[config.mk]
export PLATFORM = sky130hd
export DESIGN_NAME = nes_pad_poller
export DESIGN_NICKNAME = d
export VERILOG_FILES = /design/src/rtl/nes_pad_pkg.sv /design/src/rtl/pad_sync2.sv /design/src/rtl/nes_pad_poller.sv
export SDC_FILE = /design/constraint.sdc
export NUM_CORES = 1
export LEC_CHECK = 0
export BUFFER_PORTS_ARGS = -buffer_cell sky130_fd_sc_hd__buf_2
export CAP_MARGIN = 15
export CORE_ASPECT_RATIO = 0.6
export CORE_MARGIN = 2
export CORE_UTILIZATION = 40
export DETAILED_ROUTE_END_ITERATION = 8
export PLACE_DENSITY = 0.64
export SETUP_SLACK_MARGIN = 0.5
export SYNTH_ARGS = -nofsm -noshare
export SYNTH_HDL_FRONTEND = slang
export SYNTH_SLANG_ARGS = --single-unit
[constraint.sdc]
create_clock -name clk -period 2.6 [get_ports clk]
set_input_delay 0.52 -clock clk [delete_from_list [all_inputs] [get_ports clk]]
set_output_delay 0.52 -clock clk [all_outputs]
set_load 0.05 [all_outputs]
[src/rtl/nes_pad_pkg.sv]
// rtl/nes_pad_pkg.sv - shared types and constants for the NES pad poller
// Holds the poller state enum, the button bit masks and the number of serial
// bits read per poll. Defining PAD_POLLER_DETECT_EN widens the read to 16 bits
// so the pad-presence signature in bits 8..15 can be checked.
package nes_pad_pkg;

  typedef enum logic [2:0] {
    IDLE,
    LATCH,
    SETTLE,
    CLK_LO,
    CLK_HI,
    DONE
  } pad_state_t;

  localparam logic [7:0] BTN_A      = 8'h01;
  localparam logic [7:0] BTN_B      = 8'h02;
  localparam logic [7:0] BTN_SELECT = 8'h04;
  localparam logic [7:0] BTN_START  = 8'h08;
  localparam logic [7:0] BTN_UP     = 8'h10;
  localparam logic [7:0] BTN_DOWN   = 8'h20;
  localparam logic [7:0] BTN_LEFT   = 8'h40;
  localparam logic [7:0] BTN_RIGHT  = 8'h80;

`ifdef PAD_POLLER_DETECT_EN
  localparam int NBITS = 16;
`else
  localparam int NBITS = 8;
`endif

  localparam int BIT_W = $clog2(NBITS);

endpackage

[src/rtl/pad_sync2.sv]
// rtl/pad_sync2.sv - two-flop synchronizer for the pad serial data line
// Ports: clk, rst (sync, active-high), d (asynchronous input), q (synchronized).
// Resets to 1 because the data line idles high (released / pulled up).
module pad_sync2 (
  input  logic clk,
  input  logic rst,
  input  logic d,
  output logic q
);

  logic meta;

  always_ff @(posedge clk) begin
    if (rst) begin
      meta <= 1'b1;
      q    <= 1'b1;
    end else begin
      meta <= d;
      q    <= meta;
    end
  end

endmodule

[src/rtl/nes_pad_poller.sv]
// rtl/nes_pad_poller.sv - host-side NES controller poller
// Drives latch/shift-clock to a physical NES pad, shifts in the active-low
// serial data LSB-first and publishes an active-high button byte per poll.
// Ports:
//   clk, rst        master clock, synchronous active-high reset
//   poll_req        one-cycle request to poll now (ignored outside IDLE)
//   pad_data        asynchronous serial data from the pad, 0 = pressed
//   pad_latch       latch strobe to the pad, active-high
//   pad_clk         shift clock to the pad, idles high
//   btns            button state, 1 = pressed (A,B,Select,Start,Up,Down,Left,Right)
//   btns_valid      one-cycle pulse when btns is updated
//   pad_present     pad detected
// Build option PAD_POLLER_DETECT_EN: read 16 bits and derive pad_present from
// bits 8..15; otherwise pad_present latches high on the first completed poll.
module nes_pad_poller #(
  parameter int HALF_CYCLES = 128,
  parameter int POLL_CYCLES = 357954
) (
  input  logic       clk,
  input  logic       rst,
  input  logic       poll_req,
  input  logic       pad_data,
  output logic       pad_latch,
  output logic       pad_clk,
  output logic [7:0] btns,
  output logic       btns_valid,
  output logic       pad_present
);

  import nes_pad_pkg::*;

  localparam int HC_W  = $clog2(2 * HALF_CYCLES);
  localparam int CNT_W = $clog2(POLL_CYCLES);

  pad_state_t         state;
  pad_state_t         state_next;
  logic [HC_W-1:0]    hc;
  logic [BIT_W-1:0]   bit_idx;
  logic [CNT_W-1:0]   poll_cnt;
  logic [NBITS-1:0]   shift;
  logic [NBITS-1:0]   shift_next;
  logic               sync_q;
  logic               half_end;
  logic               latch_end;
  logic               last_bit;
  logic               poll_due;
  logic               sample_en;

  logic               latch_d;
  logic               clk_d;
  logic               valid_d;
  logic [7:0]         btns_d;
  logic               present_d;

  pad_sync2 u_sync (
    .clk (clk),
    .rst (rst),
    .d   (pad_data),
    .q   (sync_q)
  );

  assign half_end  = (hc == HC_W'(HALF_CYCLES - 1));
  assign latch_end = (hc == HC_W'(2 * HALF_CYCLES - 1));
  assign last_bit  = (bit_idx == BIT_W'(NBITS - 1));
  assign poll_due  = (poll_cnt == CNT_W'(POLL_CYCLES - 1));

  // Bits are sampled on the last cycle of SETTLE (bit 0) and of each CLK_HI.
  assign sample_en  = half_end && ((state == SETTLE) || (state == CLK_HI));
  assign shift_next = sample_en ? {~sync_q, shift[NBITS-1:1]} : shift;

  // State register
  always_ff @(posedge clk) begin
    if (rst) begin
      state <= IDLE;
    end else begin
      state <= state_next;
    end
  end

  // Next-state logic
  always_comb begin
    state_next = state;
    case (state)
      IDLE:    if (poll_due || poll_req) state_next = LATCH;
      LATCH:   if (latch_end) state_next = SETTLE;
      SETTLE:  if (half_end) state_next = CLK_LO;
      CLK_LO:  if (half_end) state_next = CLK_HI;
      CLK_HI:  if (half_end) state_next = last_bit ? DONE : CLK_LO;
      DONE:    state_next = IDLE;
      default: state_next = IDLE;
    endcase
  end

  // Output logic, evaluated on the next state so the registered pins line up
  // with the state they belong to.
  always_comb begin
    latch_d = (state_next == LATCH);
    clk_d   = (state_next != CLK_LO);
    valid_d = (state_next == DONE);
`ifdef PAD_POLLER_DETECT_EN
    // An official pad shifts out its grounded serial input after 8 bits,
    // which reads as 1s; an open line reads all zeros.
    present_d = &shift_next[15:8];
    btns_d    = present_d ? shift_next[7:0] : 8'h00;
`else
    present_d = 1'b1;
    btns_d    = shift_next[7:0];
`endif
  end

  always_ff @(posedge clk) begin
    if (rst) begin
      pad_latch   <= 1'b0;
      pad_clk     <= 1'b1;
      btns        <= 8'h00;
      btns_valid  <= 1'b0;
      pad_present <= 1'b0;
    end else begin
      pad_latch  <= latch_d;
      pad_clk    <= clk_d;
      btns_valid <= valid_d;
      if (valid_d) begin
        btns        <= btns_d;
        pad_present <= present_d;
      end
    end
  end

  // Datapath: half-period counter, bit index, poll counter, shift register.
  // The poll counter runs through transactions so polls stay periodic.
  always_ff @(posedge clk) begin
    if (rst) begin
      hc       <= '0;
      bit_idx  <= '0;
      poll_cnt <= '0;
      shift    <= '0;
    end else begin
      hc       <= (state_next != state) ? '0 : hc + HC_W'(1);
      poll_cnt <= ((state == IDLE) && (state_next == LATCH)) ? '0 : poll_cnt + CNT_W'(1);
      if (state == LATCH) begin
        bit_idx <= '0;
      end else if (sample_en) begin
        bit_idx <= bit_idx + BIT_W'(1);
      end
      shift <= shift_next;
    end
  end

endmodule

==> metrics.txt, run 1 <==
total grt overflow=0; IO Count=16; crit path DAT=2.18 ns; largest net degree at the start of global routing=26; antenna violations before repair=0; hpwl dp=3243 um; layout cells sized above 1=0.1873; clk sinks=55; P&R area growth vs syn=9.488%; die footprint=6968 um^2; Leak=1.023 nW; Final Hold Vio Count=0; # diodes=0; min cycle time layout=1.972 ns; RSZ-0062 raised after global routing=false; DRC=0; Root Buffer=clkbuf_8; Req. time, crit path=2.81 ns; Global Route Usage Sum=0.1419; vias in the first global route=1581; aggregate routed wire length=4500 um; DRT Pass-1 Iters=4; Synth Area per Inst=9.469 um^2; placed cells=358; crit path kind=reg -> reg; Hold Path Sink=u_sync.meta; final net count=291; Num CTS Buffers=5; max-slew violations=0; hold_buf cts=0; clock skew=0.01298 ns; r2r endpoint=btns[0]; Post-synth EDFFs=0; worst-skew pair later-pin latency=0.31 ns; crit end category=flip-flop; outcome=completed; period utilization=0.7584; synthesized area=2519 um^2; #FFs+latches synth=55; Highest Clock Rate=0.5071 GHz; Final ANT Viol Nets=0; max_slew headroom=0.5352; Initial DRC Count=98; Setup Viol. Count Final=0; synth top area cells=dfxtp_1 (44%), mux2_4 (4.8%), xnor2_1 (4.5%), nor2_1 (4.5%), xor2_1 (4.2%); pwr dens=510.4 nW/um^2; vias per cell=4.896; row cnt=22; asr flop ratio synth=0; Bufs on Longest Clock Path=2; post-DR wirelength/cell=12.26 um; fillers=601; Post-DP Area=2648 um^2; H-tree depth=2; hold wc startpoint=pad_data; post-route cell area=2758 um^2; Synth top cells by count=dfxtp_1 (55), nor2_1 (30), a21oi_1 (19); FF-to-FF path depth=7; CTS tree=done; core area=6111 um^2; Least-Margin Pin Slew=0.6908 ns; top_reg_cell synth=dfxtp_1; Syn Inst Count=266; Die X=106.4 um; Startpoint Class=flip-flop; clock slew at reported path FFs=0.10 ns; post-synth top area cell=dfxtp_1; Synth Warn #=0; maximum VDD drop=247.5 uV; Final Power=1.407 mW; sequential fraction of the synthesis area=0.4372; final cell count without fillers=367; count leader, synth=dfxtp_1; GP Congestion=0.8504; Min-Delay Path Class=in -> reg; via count=1797; area share of the largest cell type after synthesis=0.4372; Buffers on Ports=15; max-cap viol count=0; syn nets=275; Die Y=65.47 um; crit path max fanout=9; Initial Utilization=0.4122; distinct cell type count after synthesis=48; r2r setup slk=0.63 ns; Hold Crit Depth=2; launch point of the worst reg-to-reg path=hc[1]; Setup TNS Final=0 ns; first-pass GRT wire length=7776 um
==> how the worst max path moves through the flow <==
stage               depth (start not counted)  slack (ns)       to  startpoint
finish                                      7        0.63  btns[0]       hc[1]
global route                                7        0.51  btns[0]       hc[1]
CTS                                         6        0.55  btns[0]    state[2]
detailed placement                          7        0.40  btns[7]       hc[0]
global placement                            7        0.46  btns[3]       hc[0]
floorplan                                   7        0.69  btns[0]       hc[0]
==> power by group <==
part | internal (mW) | switching [mW] | total [mW]
clock network | 0.194 | 0.275 | 0.469
logic | 0.0234 | 0.0522 | 0.0757
registers | 0.853 | 0.0103 | 0.863
==> critical path: stages, from the launching register on <==
cell	delay, ns
dfxtp_1	0.36
ha_2	0.23
nand3_4	0.14
or3_4	0.38
o22ai_2	0.16
a31o_1	0.14
buf_6	0.16
mux2_4	0.31
==> metal layers <==
layer	GRT usage	wire length (um)	vias to the layer above
met5	0	0	-
met4	0.03896	39	0
met3	0.03869	201	5
met2	0.1803	1603	27
met1	0.2256	2656	813
li1	-	-	952
==> per-stage QoR <==
stage,hold slack (ns),util,setup WS (ns)
after floorplan,0.3895,-,0.6910
after global placement,0.3914,0.4333,0.4605
after detailed placement,0.3963,0.4333,0.4045
after CTS,0.3834,0.4494,0.5540
after global routing,0.3865,0.4513,0.5106
final,0.3988,0.4513,0.6282
==> registers in the layout (all words and copies together) (netlist names) <==
| signal | flops |
|---|---|
| u_sync.q | 1 |
| btns | 8 |
| btns_valid | 1 |
| bit_idx | 3 |
| hc | 8 |
| u_sync.meta | 1 |
| pad_latch | 1 |
| pad_clk | 1 |
| pad_present | 1 |
| state | 3 |
| poll_cnt | 19 |
| shift | 8 |
==> layout make-up <==
| cell class | instances | area, um^2 | share of cell area |
|---|---|---|---|
| Clock buffer | 6 | 72.57 | 0.02632 |
| Timing Repair Buffer | 19 | 108.9 | 0.03947 |
| Sequential cell | 55 | 1104 | 0.4002 |
| Clock inverter | 2 | 16.27 | 0.005898 |
| Tap cell | 84 | 105.1 | 0.03811 |
| Inverter | 6 | 22.52 | 0.008167 |
| Multi-Input combinational cell | 195 | 1329 | 0.4819 |
==> repair_timing <==
action,4_1_cts,5_1_grt
buffers inserted,1,0
pin swaps,1,1
setup endpoints to repair,8,9
gates resized for setup,1,4
hold endpoints to repair,0,0
==> placed cells by master, fill, tap and decap left out, types with 4 or more instances in the layout <==
cell	Yosys	routed
inv_1	6	6
nor2b_1	9	9
clkbuf_8	0	5
and3_1	4	4
buf_2	5	15
a21oi_1	19	19
o21ai_1	7	7
dfxtp_1	55	53
nor2_1	30	30
nand4_1	8	8
ha_1	5	4
mux2_4	8	8
nand3_1	17	17
xnor2_1	13	13
nand2b_1	6	6
xor2_1	12	12
nand2_1	18	18
==> logic make-up (layout without fill, tap and decap cells) <==
group                    count (synthesis)  in the layout  synth area share
AO/OA/AOI/OAI                           39             39           0.09488
XOR/XNOR                                25             25           0.08693
adder cells (fa/ha/maj)                  5              5           0.02484
buffers and inverters                   16             33           0.03825
flip-flops                              55             55            0.4372
multiplexers                            10             10           0.05564
AND/OR/NAND/NOR                        116            116            0.2623
(Power assumes the default switching activity.)
==> inputs of run 2 (changes only) <==
- clock period: 2.6 -> 2 ns (I/O delays scaled with it)
==> run 2 against run 1 <==
Against the previous run:
- worst setup slack worse by 0.42 ns
- register-to-register slack worse by 0.42 ns
- highest routed layer unchanged
- largest power group unchanged
- sequential cell count unchanged
- clock power up 38%
- critical path type unchanged
- final cell count up 9.0%
- largest cell class unchanged
==> metrics.txt, run 2 (synthesis gave the netlist of run 1 again) <==
Buffers on Ports=15; layout cells sized above 1=0.4715; Initial DRC Count=124; worst-skew pair later-pin latency=0.31 ns; FF-to-FF path depth=6; Worst Path Buf+Inv=0; Setup Viol. Count Final=0; IO Count=16; final worst slack=0.2119 ns; GP Congestion=0.8450; delay-heaviest family, CP=compound AO/OA/AOI/OAI gates; crit end category=flip-flop; Final Power=1.975 mW; Die X=106.4 um; Bufs on Longest Clock Path=2; number of flip-flops in the largest register=19; largest reg by FF count=poll_cnt; maximum VDD drop=363.4 uV; crit path max fanout=5; Setup TNS Final=0 ns; Startpoint Class=flip-flop; hold_buf cts=0; max-slew violations=0; Global Route Usage Sum=0.1677; first-pass GRT wire length=9280 um; H-tree depth=2; clock slew at reported path FFs=0.11 ns; placed cells=378; CTS tree=done; most common cell after layout, fill and taps aside=dfxtp_1; Die Y=65.47 um; Root Buffer=clkbuf_8; antenna violations before repair=0; crit path max-delay cell type=dfxtp_2; core area=6111 um^2; max incr delay on CP=0.37 ns; Highest Clock Rate=0.5593 GHz; hold wc startpoint=pad_data; Hold Crit Depth=2; largest net degree at the start of global routing=25; Place WS=-0.04985 ns; Final ANT Viol Nets=0; post-route cell area=3477 um^2; crit path from=hc[1]; pwr dens=567.9 nW/um^2; total grt overflow=0; min cycle time layout=1.788 ns; r2r setup slk=0.21 ns; # diodes=0; final net count=324; Num CTS Buffers=5; Final Hold Vio Count=0; Initial Utilization=0.4122; DRC=0; Crit path depth=6; final cell count without fillers=400; launch point of the worst reg-to-reg path=hc[1]; max_slew headroom=0.6114; hpwl dp=3560 um; P&R area growth vs syn=38.05%; aggregate routed wire length=5804 um; fin util=0.5690; crit path DAT=2.00 ns; worst-case hold slack=0.2953 ns; crit path cell chain=ha_4 > and3_4 > nand4_1 > a21o_4 > a31o_4 > mux2_4; Post-DP Area=2864 um^2; vias per cell=5.070; outcome=completed; Min-Delay Path Class=in -> reg; vias in the first global route=1851; Least-Margin Pin Slew=0.5818 ns; die footprint=6968 um^2; period utilization=0.8940; post-DR wirelength/cell=14.51 um; DRT Pass-1 Iters=4; Req. time, crit path=2.21 ns; leading cell types in the layout, fill and taps excluded=dfxtp_1 (42), buf_4 (25), nand2_1 (17); Leak=1.269 nW; clk sinks=55; clock skew=0.009156 ns; crit path kind=reg -> reg; via count=2028; row cnt=22; RSZ-0062 raised after global routing=true; max-cap viol count=0
run 2: power breakdown:
part | total (mW) | switching [mW] | internal [mW]
clock network | 0.649 | 0.389 | 0.260
logic | 0.205 | 0.117 | 0.0881
registers | 1.12 | 0.0118 | 1.11
run 2: cell type report:
class	instances	area [um^2]
fillers	521	2634
clock inverters	3	27.53
flip-flops and latches	55	1122
clock buffers	5	68.82
multi-input cells	196	1683
repair buffers	51	447.9
inverters	6	22.52
well taps	84	105.1
run 2: per-layer routing:
layer | vias up | routed length [um] | share of wire | GRT usage
met5 | - | 0 | 0 | 0
met4 | 0 | 52 | 0.0090 | 0.02922
met3 | 6 | 274 | 0.047 | 0.04365
met2 | 39 | 2346 | 0.40 | 0.2284
met1 | 957 | 3130 | 0.54 | 0.2628
li1 | 1026 | - | - | -
run 2: final timing paths:
kind | endpoint
setup / recovery | btns[0]
hold / removal | u_sync.meta
setup reg to reg | btns[0]
hold reg to reg | u_sync.q
run 2: repair_timing:
item | in CTS | in global routing
pin swaps | 8 | 24
buffers inserted | 8 | 2
gates cloned | 2 | 2
endpoints found under the setup margin | 53 | 53
resized for setup | 30 | 59
run 2: worst reg2reg max path, delay by kind of cell (launching register included):
kind / cells / cell delay [ns]
compound gates: 2 / 0.55
fa+ha+maj: 1 / 0.16
flops: 1 / 0.37
mux: 1 / 0.30
simple gates: 2 / 0.31
==> inputs of run 3 (changes only) <==
- CORE_MARGIN: 2 -> unset
- clock period: 2 -> 2.3 ns (I/O delays scaled with it)
==> run 3 against run 2 <==
Against the previous run:
- count of clock-buffer cells in the layout stayed put
- largest cell class unchanged
- worst setup slack better by 0.27 ns
- via count is 6.8% lower
- maximum frequency is 1.4% lower
==> metrics.txt, run 3 (synthesis gave the netlist of run 1 again) <==
outcome=completed; Req. time, crit path=2.51 ns; clock share of power=0.335; Internal=1.223 mW; fin util=0.5212; pwr dens=544.3 nW/um^2; largest net degree at the start of global routing=25; Final ANT Viol Nets=0; period utilization=0.7883; GP Congestion=0.8290; crit path DAT=2.03 ns; vias in the first global route=1676; Worst Setup EP=btns[6]; IO Count=16; Place WS=0.2012 ns; Die Y=63.47 um; Leak=1.103 nW; DRT Pass-1 Iters=4; # diodes=0; Root Buffer=clkbuf_8; Multi-input gate area=1516 um^2; final cell count without fillers=371; clk sinks=55; Num CTS Buffers=5; row cnt=21; worst-case hold slack=0.3290 ns; launch point of the worst reg-to-reg path=hc[0]; CTS tree=done; crit end category=flip-flop; max-slew violations=0; min cycle time layout=1.813 ns; final net count=299; final worst slack=0.4869 ns; Startpoint Class=flip-flop; Sw Ratio=0.2578; fillers=529; crit path max fanout=5; total grt overflow=0; worst-skew pair later-pin latency=0.31 ns; via count=1891; Highest Clock Rate=0.5515 GHz; vias per cell=5.097; Setup Viol. Count Final=0; leading cell types in the layout, fill and taps excluded=dfxtp_1 (45), nor2_1 (30), nand2_1 (18); RSZ-0062 raised after global routing=true; Gate power share=0.071; Setup TNS Final=0 ns; placed cells=357; Final Power=1.647 mW; most common cell after layout, fill and taps aside=dfxtp_1; Min-Delay Path Class=in -> reg; hpwl dp=3368 um; die footprint=6628 um^2; r2r endpoint=btns[6]; post-DR wirelength/cell=14.30 um; crit path from=hc[0]; Initial Utilization=0.4337; FF-to-FF path depth=6; layout cells sized above 1=0.3299; clock skew=0.01114 ns; clock slew at reported path FFs=0.10 ns; DRC=0; Global Route Usage Sum=0.1591; max_slew headroom=0.6473; Final Hold Vio Count=0; number of flip-flops in the largest register=19; maximum VDD drop=253.3 uV; max-cap viol count=0; largest reg by FF count=poll_cnt; core area=5807 um^2; first-pass GRT wire length=8335 um; Least-Margin Pin Slew=0.5277 ns; r2r setup slk=0.49 ns; FF+latch area=1124 um^2; Hold Crit Depth=2; Initial DRC Count=112; Post-DP Area=2688 um^2; H-tree depth=2; Bufs on Longest Clock Path=2; post-route cell area=3027 um^2; P&R area growth vs syn=20.17%; crit path kind=reg -> reg; aggregate routed wire length=5307 um; Buffers on Ports=15; Die X=104.4 um; Flop pwr share=0.594; antenna violations before repair=0; Switching Power=0.4247 mW
## run 3: how the worst min path moves through the flow
stage / from / end
6_report: pad_data / u_sync.meta
5_1_grt: pad_data / u_sync.meta
3_5_place_dp: u_sync.meta / u_sync.q
4_1_cts: pad_data / u_sync.meta
2_1_floorplan: u_sync.meta / u_sync.q
3_3_place_gp: u_sync.meta / u_sync.q
## run 3: layer usage
layer,track usage,routed length [um]
met4,0.05893,51
met5,0,0
met3,0.03520,185
met1,0.2533,3005
met2,0.1987,2065
## run 3: area by class of cell
class                   count  share of cell area
clock inverters             3            0.007441
multi-input cells         196              0.5010
well taps                  80             0.03307
repair buffers             26             0.05705
clock buffers               5             0.02274
inverters                   6            0.007441
flip-flops and latches     55              0.3712
## run 3: critical path, stage by stage, from the launching register on
cell	delay, ns
dfxtp_4	0.38
ha_4	0.16
and3_4	0.22
nand4_1	0.11
a21o_4	0.27
a31o_4	0.28
mux2_4	0.30
## run 3: power by group through the flow
stage | clock, mW | sequential [mW] | combinational [mW]
after floorplan | 0 | 1.00 | 0.0559
after global placement | 0 | 0.999 | 0.0874
after detailed placement | 0 | 1.00 | 0.0877
after CTS | 0.567 | 0.978 | 0.0961
after global routing | 0.614 | 0.980 | 0.128
final | 0.552 | 0.978 | 0.117
## run 3: what timing repair did
action                                  in CTS  in global routing
hold buffers                                 0                  0
pin swaps                                    7                 10
buffers inserted                             3                  2
gates cloned                                 1                  0
endpoints found under the setup margin      23                 35
gates resized for setup                     16                 36
